[config.mk]
export PLATFORM = sky130hd
export DESIGN_NAME = mem_fifo_loader
export DESIGN_NICKNAME = d
export VERILOG_FILES = /design/src/rtl/matvec_pkg.sv /design/src/rtl/byte_unpacker.sv /design/src/rtl/mem_fifo_loader.sv
export SDC_FILE = /design/constraint.sdc
export NUM_CORES = 1
export LEC_CHECK = 0
export ABC_AREA = 1
export CORE_MARGIN = 5
export CORE_UTILIZATION = 47
export DETAILED_ROUTE_END_ITERATION = 7
export PLACE_DENSITY_LB_ADDON = 0.2
export SKIP_LAST_GASP = 1
export SLEW_MARGIN = 40
export SYNTH_ARGS = -nofsm -noshare
export SYNTH_HDL_FRONTEND = slang
export SYNTH_SLANG_ARGS = --single-unit
export TNS_END_PERCENT = 20
[constraint.sdc]
create_clock -name clk -period 1.6 [get_ports clk]
set_input_delay 0.32 -clock clk [delete_from_list [all_inputs] [get_ports clk]]
set_output_delay 0.32 -clock clk [all_outputs]
set_load 0.05 [all_outputs]
[src/rtl/matvec_pkg.sv]
// -----------------------------------------------------------------------------
// matvec_pkg
// Shared definitions for the matrix-vector multiplier front end: the operand
// loader state encoding and the operand-FIFO geometry.
// -----------------------------------------------------------------------------
package matvec_pkg;

    localparam int NUM_FIFOS      = 9;  // A0..A7 rows plus vector B
    localparam int BYTES_PER_WORD = 8;  // one 64-bit memory word per FIFO
    localparam int VEC_FIFO_IDX   = 8;  // FIFO that receives vector B

    typedef enum logic [2:0] {
        IDLE   = 3'd0,
        REQ    = 3'd1,
        WAIT   = 3'd2,
        UNPACK = 3'd3,
        DONE   = 3'd4
    } loader_state_e;

endpackage : matvec_pkg

[src/rtl/byte_unpacker.sv]
// -----------------------------------------------------------------------------
// byte_unpacker
// Holds one memory word and hands it out one byte per accepted write, most
// significant byte first.
//
// Ports:
//   clk, rst_n  clock, asynchronous active-low reset
//   load        capture load_data and restart at byte 0
//   load_data   word to unpack
//   advance     a byte slot is being offered this cycle
//   stall       the destination cannot take the byte; the counter holds
//   last        current byte is the final byte of the word
//   byte_out    current byte
// -----------------------------------------------------------------------------
module byte_unpacker #(
    parameter int BYTES_PER_WORD = matvec_pkg::BYTES_PER_WORD
) (
    input  logic                          clk,
    input  logic                          rst_n,
    input  logic                          load,
    input  logic [8*BYTES_PER_WORD-1:0]   load_data,
    input  logic                          advance,
    input  logic                          stall,
    output logic                          last,
    output logic [7:0]                    byte_out
);

    localparam int CNT_W = (BYTES_PER_WORD > 1) ? $clog2(BYTES_PER_WORD) : 1;
    localparam logic [CNT_W-1:0] LAST_IDX = CNT_W'(BYTES_PER_WORD - 1);

    // Byte lane i of word_q is bits [8i+7:8i], so lane LAST_IDX is the MSB byte.
    logic [BYTES_PER_WORD-1:0][7:0] word_q, word_d;
    logic [CNT_W-1:0]               byte_cnt_q, byte_cnt_d;

    assign last     = (byte_cnt_q == LAST_IDX);
    assign byte_out = word_q[LAST_IDX - byte_cnt_q];

    always_comb begin
        // NOTE: every always_comb output gets a default first so no path can infer a latch.
        word_d     = word_q;
        byte_cnt_d = byte_cnt_q;
        if (load) begin
            word_d     = load_data;
            byte_cnt_d = '0;
        end else if (advance && !stall) begin
            byte_cnt_d = last ? '0 : byte_cnt_q + 1'b1;
        end
    end

    // NOTE: the word register is a plain 64-bit flop, not a RAM, so resetting it is cheap and gives a defined value.
    always_ff @(posedge clk or negedge rst_n) begin
        if (!rst_n) begin
            word_q     <= '0;
            byte_cnt_q <= '0;
        end else begin
            // NOTE: sequential state is updated with non-blocking assignments only.
            word_q     <= word_d;
            byte_cnt_q <= byte_cnt_d;
        end
    end

endmodule : byte_unpacker

[src/rtl/mem_fifo_loader.sv]
// -----------------------------------------------------------------------------
// mem_fifo_loader
// On fill, reads NUM_FIFOS consecutive words from memory (Avalon-MM style read)
// and writes each word, byte by byte MSB first, into its own operand FIFO.
// Words 0..7 are matrix rows A0..A7, the last word is vector B.
//
// Ports:
//   clk, rst_n          clock, asynchronous active-low reset
//   fill                start a load sequence (sampled only in IDLE)
//   mem_address         word address of the current read
//   mem_read            read request, held until accepted
//   mem_waitrequest     memory not ready
//   mem_readdata        returned word
//   mem_readdatavalid   mem_readdata valid this cycle
//   fifo_full           per-FIFO full flags
//   fifo_addr           one-hot FIFO select, zero when not writing
//   fifo_din            byte to write
//   en_fifo_write       write strobe
//   busy                sequence in progress
//   done                one-cycle pulse after the final byte
// -----------------------------------------------------------------------------
module mem_fifo_loader #(
    parameter int                NUM_FIFOS      = matvec_pkg::NUM_FIFOS,
    parameter int                ADDR_W         = 32,
    parameter logic [ADDR_W-1:0] BASE_ADDR      = '0,
    parameter int                BYTES_PER_WORD = matvec_pkg::BYTES_PER_WORD
) (
    input  logic                          clk,
    input  logic                          rst_n,
    input  logic                          fill,
    output logic [ADDR_W-1:0]             mem_address,
    output logic                          mem_read,
    input  logic                          mem_waitrequest,
    input  logic [8*BYTES_PER_WORD-1:0]   mem_readdata,
    input  logic                          mem_readdatavalid,
    input  logic [NUM_FIFOS-1:0]          fifo_full,
    output logic [NUM_FIFOS-1:0]          fifo_addr,
    output logic [7:0]                    fifo_din,
    output logic                          en_fifo_write,
    output logic                          busy,
    output logic                          done
);

    import matvec_pkg::*;

    localparam int IDX_W = (NUM_FIFOS > 1) ? $clog2(NUM_FIFOS) : 1;
    localparam logic [IDX_W-1:0] LAST_WORD = IDX_W'(NUM_FIFOS - 1);

    loader_state_e    state_q, state_d;
    logic [IDX_W-1:0] word_idx_q, word_idx_d;

    logic       in_unpack;
    logic       sel_full;
    logic       wr_fire;
    logic       load_word;
    logic       unpack_last;
    logic [7:0] unpack_byte;

    assign in_unpack = (state_q == UNPACK);
    assign sel_full  = fifo_full[word_idx_q];
    assign wr_fire   = in_unpack && !sel_full;
    // Read data is only meaningful while a read is outstanding.
    assign load_word = (state_q == WAIT) && mem_readdatavalid;

    byte_unpacker #(
        .BYTES_PER_WORD (BYTES_PER_WORD)
    ) u_unpacker (
        .clk       (clk),
        .rst_n     (rst_n),
        .load      (load_word),
        .load_data (mem_readdata),
        .advance   (in_unpack),
        .stall     (sel_full),
        .last      (unpack_last),
        .byte_out  (unpack_byte)
    );

    always_comb begin
        state_d    = state_q;
        word_idx_d = word_idx_q;
        case (state_q)
            IDLE: begin
                if (fill) begin
                    state_d    = REQ;
                    word_idx_d = '0;
                end
            end
            REQ: begin
                if (!mem_waitrequest) state_d = WAIT;
            end
            WAIT: begin
                if (mem_readdatavalid) state_d = UNPACK;
            end
            UNPACK: begin
                if (wr_fire && unpack_last) begin
                    if (word_idx_q == LAST_WORD) begin
                        state_d = DONE;
                    end else begin
                        state_d    = REQ;
                        word_idx_d = word_idx_q + 1'b1;
                    end
                end
            end
            DONE:    state_d = IDLE;  // fill is deliberately not sampled here
            default: state_d = IDLE;
        endcase
    end

    always_ff @(posedge clk or negedge rst_n) begin
        if (!rst_n) begin
            state_q    <= IDLE;
            word_idx_q <= '0;
        end else begin
            state_q    <= state_d;
            word_idx_q <= word_idx_d;
        end
    end

    // Outputs decode the registered state; only the write strobe also
    // follows the live full flag so a full FIFO never sees a write.
    assign mem_read      = (state_q == REQ);
    assign mem_address   = mem_read ? (BASE_ADDR + ADDR_W'(word_idx_q)) : '0;
    assign en_fifo_write = wr_fire;
    assign fifo_addr     = wr_fire ? (NUM_FIFOS'(1) << word_idx_q) : '0;
    assign fifo_din      = in_unpack ? unpack_byte : '0;
    assign busy          = (state_q != IDLE);
    assign done          = (state_q == DONE);

endmodule : mem_fifo_loader

# [After elaboration in Yosys (flattened, before gate mapping)]
# Index checks and enable logic that the tools add are counted.
[classes] magnitude_cmp=2 n_eq_ne=11 add_sub_neg=3 shifts=1 reduce_logical=10 n_mux=20
[op_table] cell="$bmux W8 S3" n=1
[op_table] cell="$mux W3" n=8
[op_table] cell="$mux W4" n=4
[op_table] cell="$mux W8" n=2
[op_table] cell="$pmux W3 S4" n=1
[op_table] cell="$mux W9" n=1
[op_table] cell="$shl A1 B4 Y9 const A" n=1
[op_table] cell="$ne A2 B2 Y1 const B" n=4
[op_table] cell="$pmux W4 S2" n=1
[op_table] cell="$reduce_and A4 Y1" n=2
[op_table] cell="$eq A3 B2 Y1 const B" n=2
[op_table] cell="$eq A3 B3 Y1 const B" n=2
[op_table] cell="$lt A4 B5 Y1 const B" n=1
[op_table] cell="$add A4 B1 Y4 const B" n=1
[op_table] cell="$bmux W1 S4" n=1
[op_table] cell="$eq A4 B4 Y1 const B" n=1
[op_table] cell="$lt A3 B4 Y1 const B" n=1
[op_table] cell="$reduce_bool A2 Y1" n=2
[op_table] cell="$add A3 B1 Y3 const B" n=1
[op_table] cell="$eq A3 B1 Y1 const B" n=1
[op_table] cell="$logic_and A1 B1 Y1" n=3
[op_table] cell="$logic_not A3 Y1" n=1
[op_table] cell="$reduce_bool A3 Y1" n=1
[op_table] cell="$sub A3 B3 Y3 const A" n=1
[op_table] cell="3 further kinds" n=3
[totals] out_inout_bits=53 ff_bits=74 elab_cells=58 input_bits=78

# [Logic depth before layout (Yosys ltp)]
# Gate-level depths: netlist (run 1).
[logic_depth] word_depth=7 ltp_mapped=12

# [Cells and area by module]
# A second synthesis (run 1) with hierarchy kept.
[hier_totals] hier_cells=603 area_unflattened_um2=4414.2
[modules_own_cells] mod="byte_unpacker" area_each_um2=3342.0 cells_per_inst=436 seq_area_each_um2=1676.6 n_inst=1
[modules_own_cells] mod="mem_fifo_loader" area_each_um2=1072.3 cells_per_inst=167 seq_area_each_um2=175.2 n_inst=1

# [Worst setup path before layout (run 1)]
# Ideal clock, no wire load.
[synth_timing] kind="register to output" start="reg state_q[0]" end="out mem_address[0]" required_time_ns=1.280 stages_incl_launch_ff=5 path_buffers=0 arrival_time_ns=2.614 slack_ns=-1.334 cell_sequence="dfrtp_1 > inv_1 > nor3_1 > inv_1 > nor2_1"
[synth_via] elab_chain_len=2
[synth_lines] item="from (decl)" line="mem_fifo_loader.sv:49" text="loader_state_e state_q, state_d;"
[synth_lines] item="from (signal assigned)" line="mem_fifo_loader.sv:114" text="state_q <= state_d;"
[synth_lines] item="$eq A3 B1 Y1" line="mem_fifo_loader.sv:121" text="assign mem_read = (state_q == REQ);"
[synth_lines] item="net mem_read" line="mem_fifo_loader.sv:32" text="output logic mem_read,"
[synth_lines] item="$mux W4" line="mem_fifo_loader.sv:122" text="assign mem_address = mem_read ? (BASE_ADDR + ADDR_W'(word_idx_q)) : '0;"
[synth_lines] item="to (decl)" line="mem_fifo_loader.sv:31" text="output logic [ADDR_W-1:0] mem_address,"
# The timed path passes the listed nets, and every way through them passes these cells.

# [Worst setup path after layout (run 1)]
[layout_timing] start="reg u_unpacker.byte_cnt_q[0]" end="out fifo_din[2]"
[layout_via] elab_chain_len=4
[layout_lines] item="from (decl)" line="byte_unpacker.sv:33" text="logic [CNT_W-1:0] byte_cnt_q, byte_cnt_d;"
[layout_lines] item="from (signal assigned)" line="byte_unpacker.sv:58" text="byte_cnt_q <= byte_cnt_d;"
[layout_lines] item="$sub A3 B3 Y3" line="byte_unpacker.sv:36" text="assign byte_out = word_q[LAST_IDX - byte_cnt_q];"
[layout_lines] item="$bmux W8 S3" line="byte_unpacker.sv:36"
[layout_lines] item="$mux W8 (implied by the code)" line="byte_unpacker.sv:36"
[layout_lines] item="$mux W8" line="mem_fifo_loader.sv:125" text="assign fifo_din = in_unpack ? unpack_byte : '0;"
[layout_lines] item="to (decl)" line="mem_fifo_loader.sv:38" text="output logic [7:0] fifo_din,"
# Every way passes these cells. The select of a mux whose other input is x is not followed.

==> flow_summary.yaml, run 1 <==
synthesis:
  yosysTopAreaCellShare: 0.4389
  async_flop_share: 1.000
  synth_edf_count: 0
  syn_inst: 420
  yosysTopAreaCell: "dfrtp_1"
  synth_common_cells: "82 x nor2_1, 74 x dfrtp_1, 39 x nand2_1, 38 x mux2_4, 30 x buf_4"
  yosysSeqAreaShare: 0.4389
  synth_cell_type_count: 32
  postSynthAreaPerCell_um2: 10.05
  yosysMostFrequentCell: "nor2_1"
  ys_top_cells_by_area: "dfrtp_1 44%, mux2_4 14%, nor2_1 7.3%, mux2_2 6.9%, buf_4 5.3%"
  netlist_area_um2: 4219
  ys_seq_elements: 74
  ys.flop_type: "dfrtp_1"
  yosys_warnings: 0
finish:
  fillers: 590
  area_growth_pct: 50.59
  drive_gt1_frac: 0.3810
  final_cell_area_um2: 6354
  antennaDiodeCount: 0
  layout.nets: 648
setup_path:
  max_stage_delay_ps: 450
  path_class: "reg2out"
  rr_endpoint: "word_idx_q[2]"
  crit_buf_inv: 4
  crit_path_max_fanout: 7
  arrival_ps: 1870
  slowest_stage: "dfrtp_2"
  crit_family: "buffers and inverters"
  cp-start-kind: "register"
  r2r-start: "word_idx_q[1]"
  cp_common_cell: "buf_12"
  crit_required_ps: 1280
  reg2regPathDepth: 9
  end_kind: "primary output"
  crit_chain: "inv_4 -> buf_12 -> buf_12 -> nor2_4 -> o32ai_4 -> o21ai_2 -> nor2_2 -> buf_6"
  regToRegSetupSlack_ps: -120
grt:
  grt_max_degree: 57
  globalRouteOverflowTotal: 0
  grt_pass1_vias: 3684
  grt_pass1_wl_um: 17820
  antenna_found_initial: 0
  grt_usage: 0.1979
timing:
  fmax_ghz: 0.4567
  maxSlewViolCount: 0
  setup_viol: 33
  fin_crit_ps: 2189
  fin_ws_ps: -589.4
  finalCritPeriodShare: 1.368
  final_hold_viol_count: 0
  setup_tns_ps: -11860
  finClkSkew_ps: 8.500
  rsz0062_at_grt: "yes"
route:
  drcViolationCount: 0
  viasPerCell: 5.117
  initialDrtViolationCount: 166
  wl_um: 10760
  vias: 3454
  dr.pass1.iters: 4
  postRouteAntennaNets: 0
  wl_per_cell_um: 15.93
clock_network:
  insertion_delay_ps: 360
  clk_pin_slew_ps: 80
  cts_buffers: 9
  cts_tree: "done"
  cts.sinks: 74
  clockBufferDepth: 2
  cts_root_buffer: "clkbuf_8"
  htree_num_levels: 3
die:
  initial_core_util: 0.4838
  dieArea_um2: 10970
  die_h_um: 104.7
  core_um2: 8721
  ios: 131
  fp.dieW_um: 104.7
  rows: 34
placement:
  dp_hpwl_um: 7857
  gp_congestion: 0.8161
  placed_cell_area_um2: 5882
  io_buffers: 102
outcome:
  violations: "negative setup slack"
  status: "complete, but fails checks"
job:
  maxCapViolations: 0
min_path:
  hp-class: "in2async"
pwr:
  peakVddDrop_uv: 1355
  p_per_area_nw_per_um2: 1864
  p_leak_nw: 2.940
-- registers in the layout (all words and copies together), names as in the netlist --
| name | count |
|---|---|
| state_q | 3 |
| u_unpacker.byte_cnt_q | 3 |
| u_unpacker.word_q | 64 |
| word_idx_q | 4 |
-- metal layers --
| metal | up-vias | track usage | wire, um |
|---|---|---|---|
| met5 | - | 0 | 0 |
| met4 | 0 | 0.07489 | 204 |
| met3 | 17 | 0.04254 | 558 |
| met2 | 107 | 0.3147 | 5158 |
| met1 | 1689 | 0.2655 | 4834 |
| li1 | 1641 | - | - |
-- worst register-to-register path: stages (launching register included) --
cell and delay (ps):
dfrtp_1 410, inv_1 140, buf_4 160, ha_1 170
nand3_1 190, nand2_1 140, nand2_1 90, buf_4 150
nand4_1 90, nand2_1 60
-- where the power goes --
| part | switching (W) | internal, W | total (W) | leakage (nW) |
|---|---|---|---|---|
| Clock | 0.000729 | 0.000884 | 0.00161 | 0.110 |
| Sequential | 0.000567 | 0.00279 | 0.00336 | 0.883 |
| Combinational | 0.00343 | 0.00345 | 0.00687 | 1.95 |
| Total | 0.00472 | 0.00712 | 0.0118 | 2.94 |
-- timing repair --
item,in CTS,in global routing
gates resized for setup,27,15
setup buffers,6,0
setup endpoints to repair,33,35
pin swaps,8,4
endpoints found under the hold margin,18,0
cloned,1,0
hold buffers,1,0
-- worst max path at each step --
stage	from	to	slack [ps]	depth (start not counted)
after floorplan	word_idx_q[0]	fifo_addr[1]	-320	9
after global placement	fifo_full[5]	fifo_addr[6]	-440	10
after detailed placement	fifo_full[7]	fifo_addr[5]	-480	10
after CTS	u_unpacker.byte_cnt_q[0]	fifo_din[2]	-620	8
after global routing	u_unpacker.byte_cnt_q[0]	fifo_din[4]	-690	9
final	u_unpacker.byte_cnt_q[0]	fifo_din[2]	-590	8
-- through the flow --
stage                 util  hold slack (ps)  worst slack (ps)  total power [W]  cells
floorplan                -            24.41            -324.1         0.007560    447
global placement    0.6745            218.5            -441.9         0.009367    652
detailed placement  0.6745            222.8            -483.8         0.009538    652
CTS                 0.7235            381.8            -617.5          0.01173    676
global route        0.7286            399.6            -685.7          0.01252    675
finish              0.7286            383.3            -589.4          0.01184    675
-- cells by family after synthesis --
group	count (synthesis)	synth area share
flip-flops	74	0.4389
multiplexers	64	0.2046
buffers and inverters	75	0.1071
other	1	0.0008888
adder cells (fa/ha/maj)	8	0.02373
AO/OA/AOI/OAI	45	0.06910
AND/OR/NAND/NOR	153	0.1557
-- layout by cell type (no fill, tap or decap), types with 3 or more instances in the layout --
master and count:
o21ai_0 17, clkbuf_8 9, nand4_1 6, clkinv_4 3, o21ai_1 8, buf_6 9, nand3_1 8, buf_4 41
nand2_1 36, nand2_4 3, nand2_2 3, dfrtp_1 72, o32ai_2 8, o32ai_1 7, buf_12 26, nor2_4 12
nor2_2 11, inv_1 18, mux2_2 26, clkdlybuf4s50_1 76, ha_1 8, mux2_4 38, nor2_1 61, nor3_4 5
conb_1 28
-- final cells by class --
cell class                      count  area [um2]  area share
Clock buffer                       10       127.6     0.02009
Clock inverter                      6       91.34     0.01438
Inverter                           25       111.4     0.01753
Multi-Input combinational cell    298        2301      0.3622
Sequential cell                    74        1854      0.2918
Tap cell                          108       135.1     0.02127
Timing Repair Buffer              154        1733      0.2727
No activity file was read; power rests on OpenSTA's default activity.
==> inputs of run 2 (changes only) <==
--- a/config.mk
+++ b/config.mk
@@ -6,8 +6,10 @@
 export NUM_CORES = 1
 export LEC_CHECK = 0
 export ABC_AREA = 1
+export CELL_PAD_IN_SITES_DETAIL_PLACEMENT = 0
+export CELL_PAD_IN_SITES_GLOBAL_PLACEMENT = 1
 export CORE_MARGIN = 5
-export CORE_UTILIZATION = 47
+export CORE_UTILIZATION = 36
 export DETAILED_ROUTE_END_ITERATION = 7
 export PLACE_DENSITY_LB_ADDON = 0.2
 export SKIP_LAST_GASP = 1
==> flow_summary.yaml, run 2 (same netlist as run 1, synthesis figures left out) <==
outcome:
  status: "complete, but fails checks"
  violations: "negative setup slack"
placement:
  placed_cell_area_um2: 5971
  io_buffers: 102
  dp_hpwl_um: 8158
  gp_congestion: 0.7726
  pre_cts_ws_ps: -472.0
finish:
  regMostFlops: "u_unpacker.word_q"
  layout_commonest_cell: "clkdlybuf4s50_1"
  drive_gt1_frac: 0.3849
  antennaDiodeCount: 0
  final_cell_mix: "76 x clkdlybuf4s50_1, 73 x dfrtp_1, 62 x nor2_1"
  area_growth_pct: 53.80
  reg.largest.list: "u_unpacker.word_q x64, word_idx_q x4"
  postLayoutCoreUtil: 0.5658
  layout.nets: 650
  largest_reg_flops: 64
  final_cell_area_um2: 6489
pwr:
  p_leak_nw: 2.990
  peakVddDrop_uv: 1096
  p_total_w: 0.01226
  p_per_area_nw_per_um2: 1890
grt:
  grt_max_degree: 47
  globalRouteOverflowTotal: 0
  antenna_found_initial: 0
  grt_usage: 0.1604
  grt_pass1_vias: 3766
  grt_pass1_wl_um: 18330
clock_network:
  cts_tree: "done"
  cts.sinks: 74
  cts_root_buffer: "clkbuf_16"
  clockBufferDepth: 2
  htree_num_levels: 3
  cts_buffers: 9
  clk_pin_slew_ps: 60
  insertion_delay_ps: 330
route:
  viasPerCell: 4.756
  postRouteAntennaNets: 0
  initialDrtViolationCount: 128
  dr.pass1.iters: 4
  wl_um: 10910
  wl_per_cell_um: 15.33
  vias: 3386
  drcViolationCount: 0
timing:
  rsz0062_at_grt: "yes"
  fin_crit_ps: 2088
  finClkSkew_ps: 3.661
  fin_ws_ps: -487.9
  setup_viol: 31
  final_hold_viol_count: 0
  finalCritPeriodShare: 1.305
  fmax_ghz: 0.4789
  maxSlewViolCount: 0
die:
  fp.dieW_um: 118.3
  initial_core_util: 0.3679
  die_h_um: 118.3
  core_um2: 11470
  ios: 131
  rows: 39
  dieArea_um2: 13980
setup_path:
  end_kind: "primary output"
  cp-start-kind: "register"
  crit_chain: "inv_2 -> buf_12 -> buf_4 -> nor2_1 -> o32ai_2 -> o21ai_2 -> nor2_2 -> buf_6"
  max_stage_delay_ps: 410
  path_class: "reg2out"
  arrival_ps: 1770
  crit_required_ps: 1280
  slowest_stage: "dfrtp_1"
  crit_path_max_fanout: 11
min_path:
  hp-class: "in2async"
job:
  maxCapViolations: 0
[run 2: through the flow]
| step | hold slack [ps] | setup TNS, ps | cells |
|---|---|---|---|
| 2_1_floorplan | 24.41 | -5010 | 447 |
| 3_3_place_gp | 298.9 | -12390 | 693 |
| 3_5_place_dp | 296.0 | -11730 | 693 |
| 4_1_cts | 507.7 | -10900 | 712 |
| 5_1_grt | 523.2 | -13730 | 712 |
| 6_report | 502.3 | -10060 | 712 |
[run 2: layout make-up]
type | count | area [um2]
Clock inverter | 5 | 78.83
Clock buffer | 11 | 232.7
Inverter | 25 | 108.9
Timing Repair Buffer | 156 | 1735
Fill cell | 975 | 4979
Tap cell | 143 | 178.9
Multi-Input combinational cell | 298 | 2301
Sequential cell | 74 | 1853
[run 2: worst max-delay path: cells and delay by family, from the launching register on]
family,cells,cell delay (ps)
AOI/OAI and AO/OA,2,320
buffers and inverters,4,510
DFF,1,410
and+or+nand+nor,2,190
[run 2: repair_timing]
action,in CTS,in global routing
setup buffers,1,0
resized for setup,23,19
hold buffers,1,0
hold endpoints to repair,74,0
pin swaps,4,5
setup endpoints to repair,33,41
gates cloned,1,0
[run 2: per-layer routing]
metal  up-vias  share of wire  track usage
li1       1648              -            -
met1      1628           0.44       0.1987
met2        94           0.50       0.2767
met3        16          0.048      0.04011
met4         0          0.016      0.04588
met5         -              0            0
[run 2: path summary, 6_finish.rpt]
check	from	end	slack (ps)	cells past startpoint
hold reg to reg	u_unpacker.word_q[25]	u_unpacker.word_q[25]	510	1
setup reg to reg	u_unpacker.byte_cnt_q[0]	word_idx_q[1]	-110	8
max in group asynchronous	rst_n	u_unpacker.word_q[21]	840	3
hold / removal	rst_n	u_unpacker.word_q[49]	500	3
setup / recovery	u_unpacker.byte_cnt_q[0]	fifo_din[2]	-490	8
min in group clk	u_unpacker.word_q[25]	u_unpacker.word_q[25]	510	1
[run 2: report_power, final]
part	switching [W]	internal [W]	leakage [nW]
combinational	0.00339	0.00341	1.95
sequential	0.000552	0.00280	0.885
clock	0.000750	0.00136	0.153
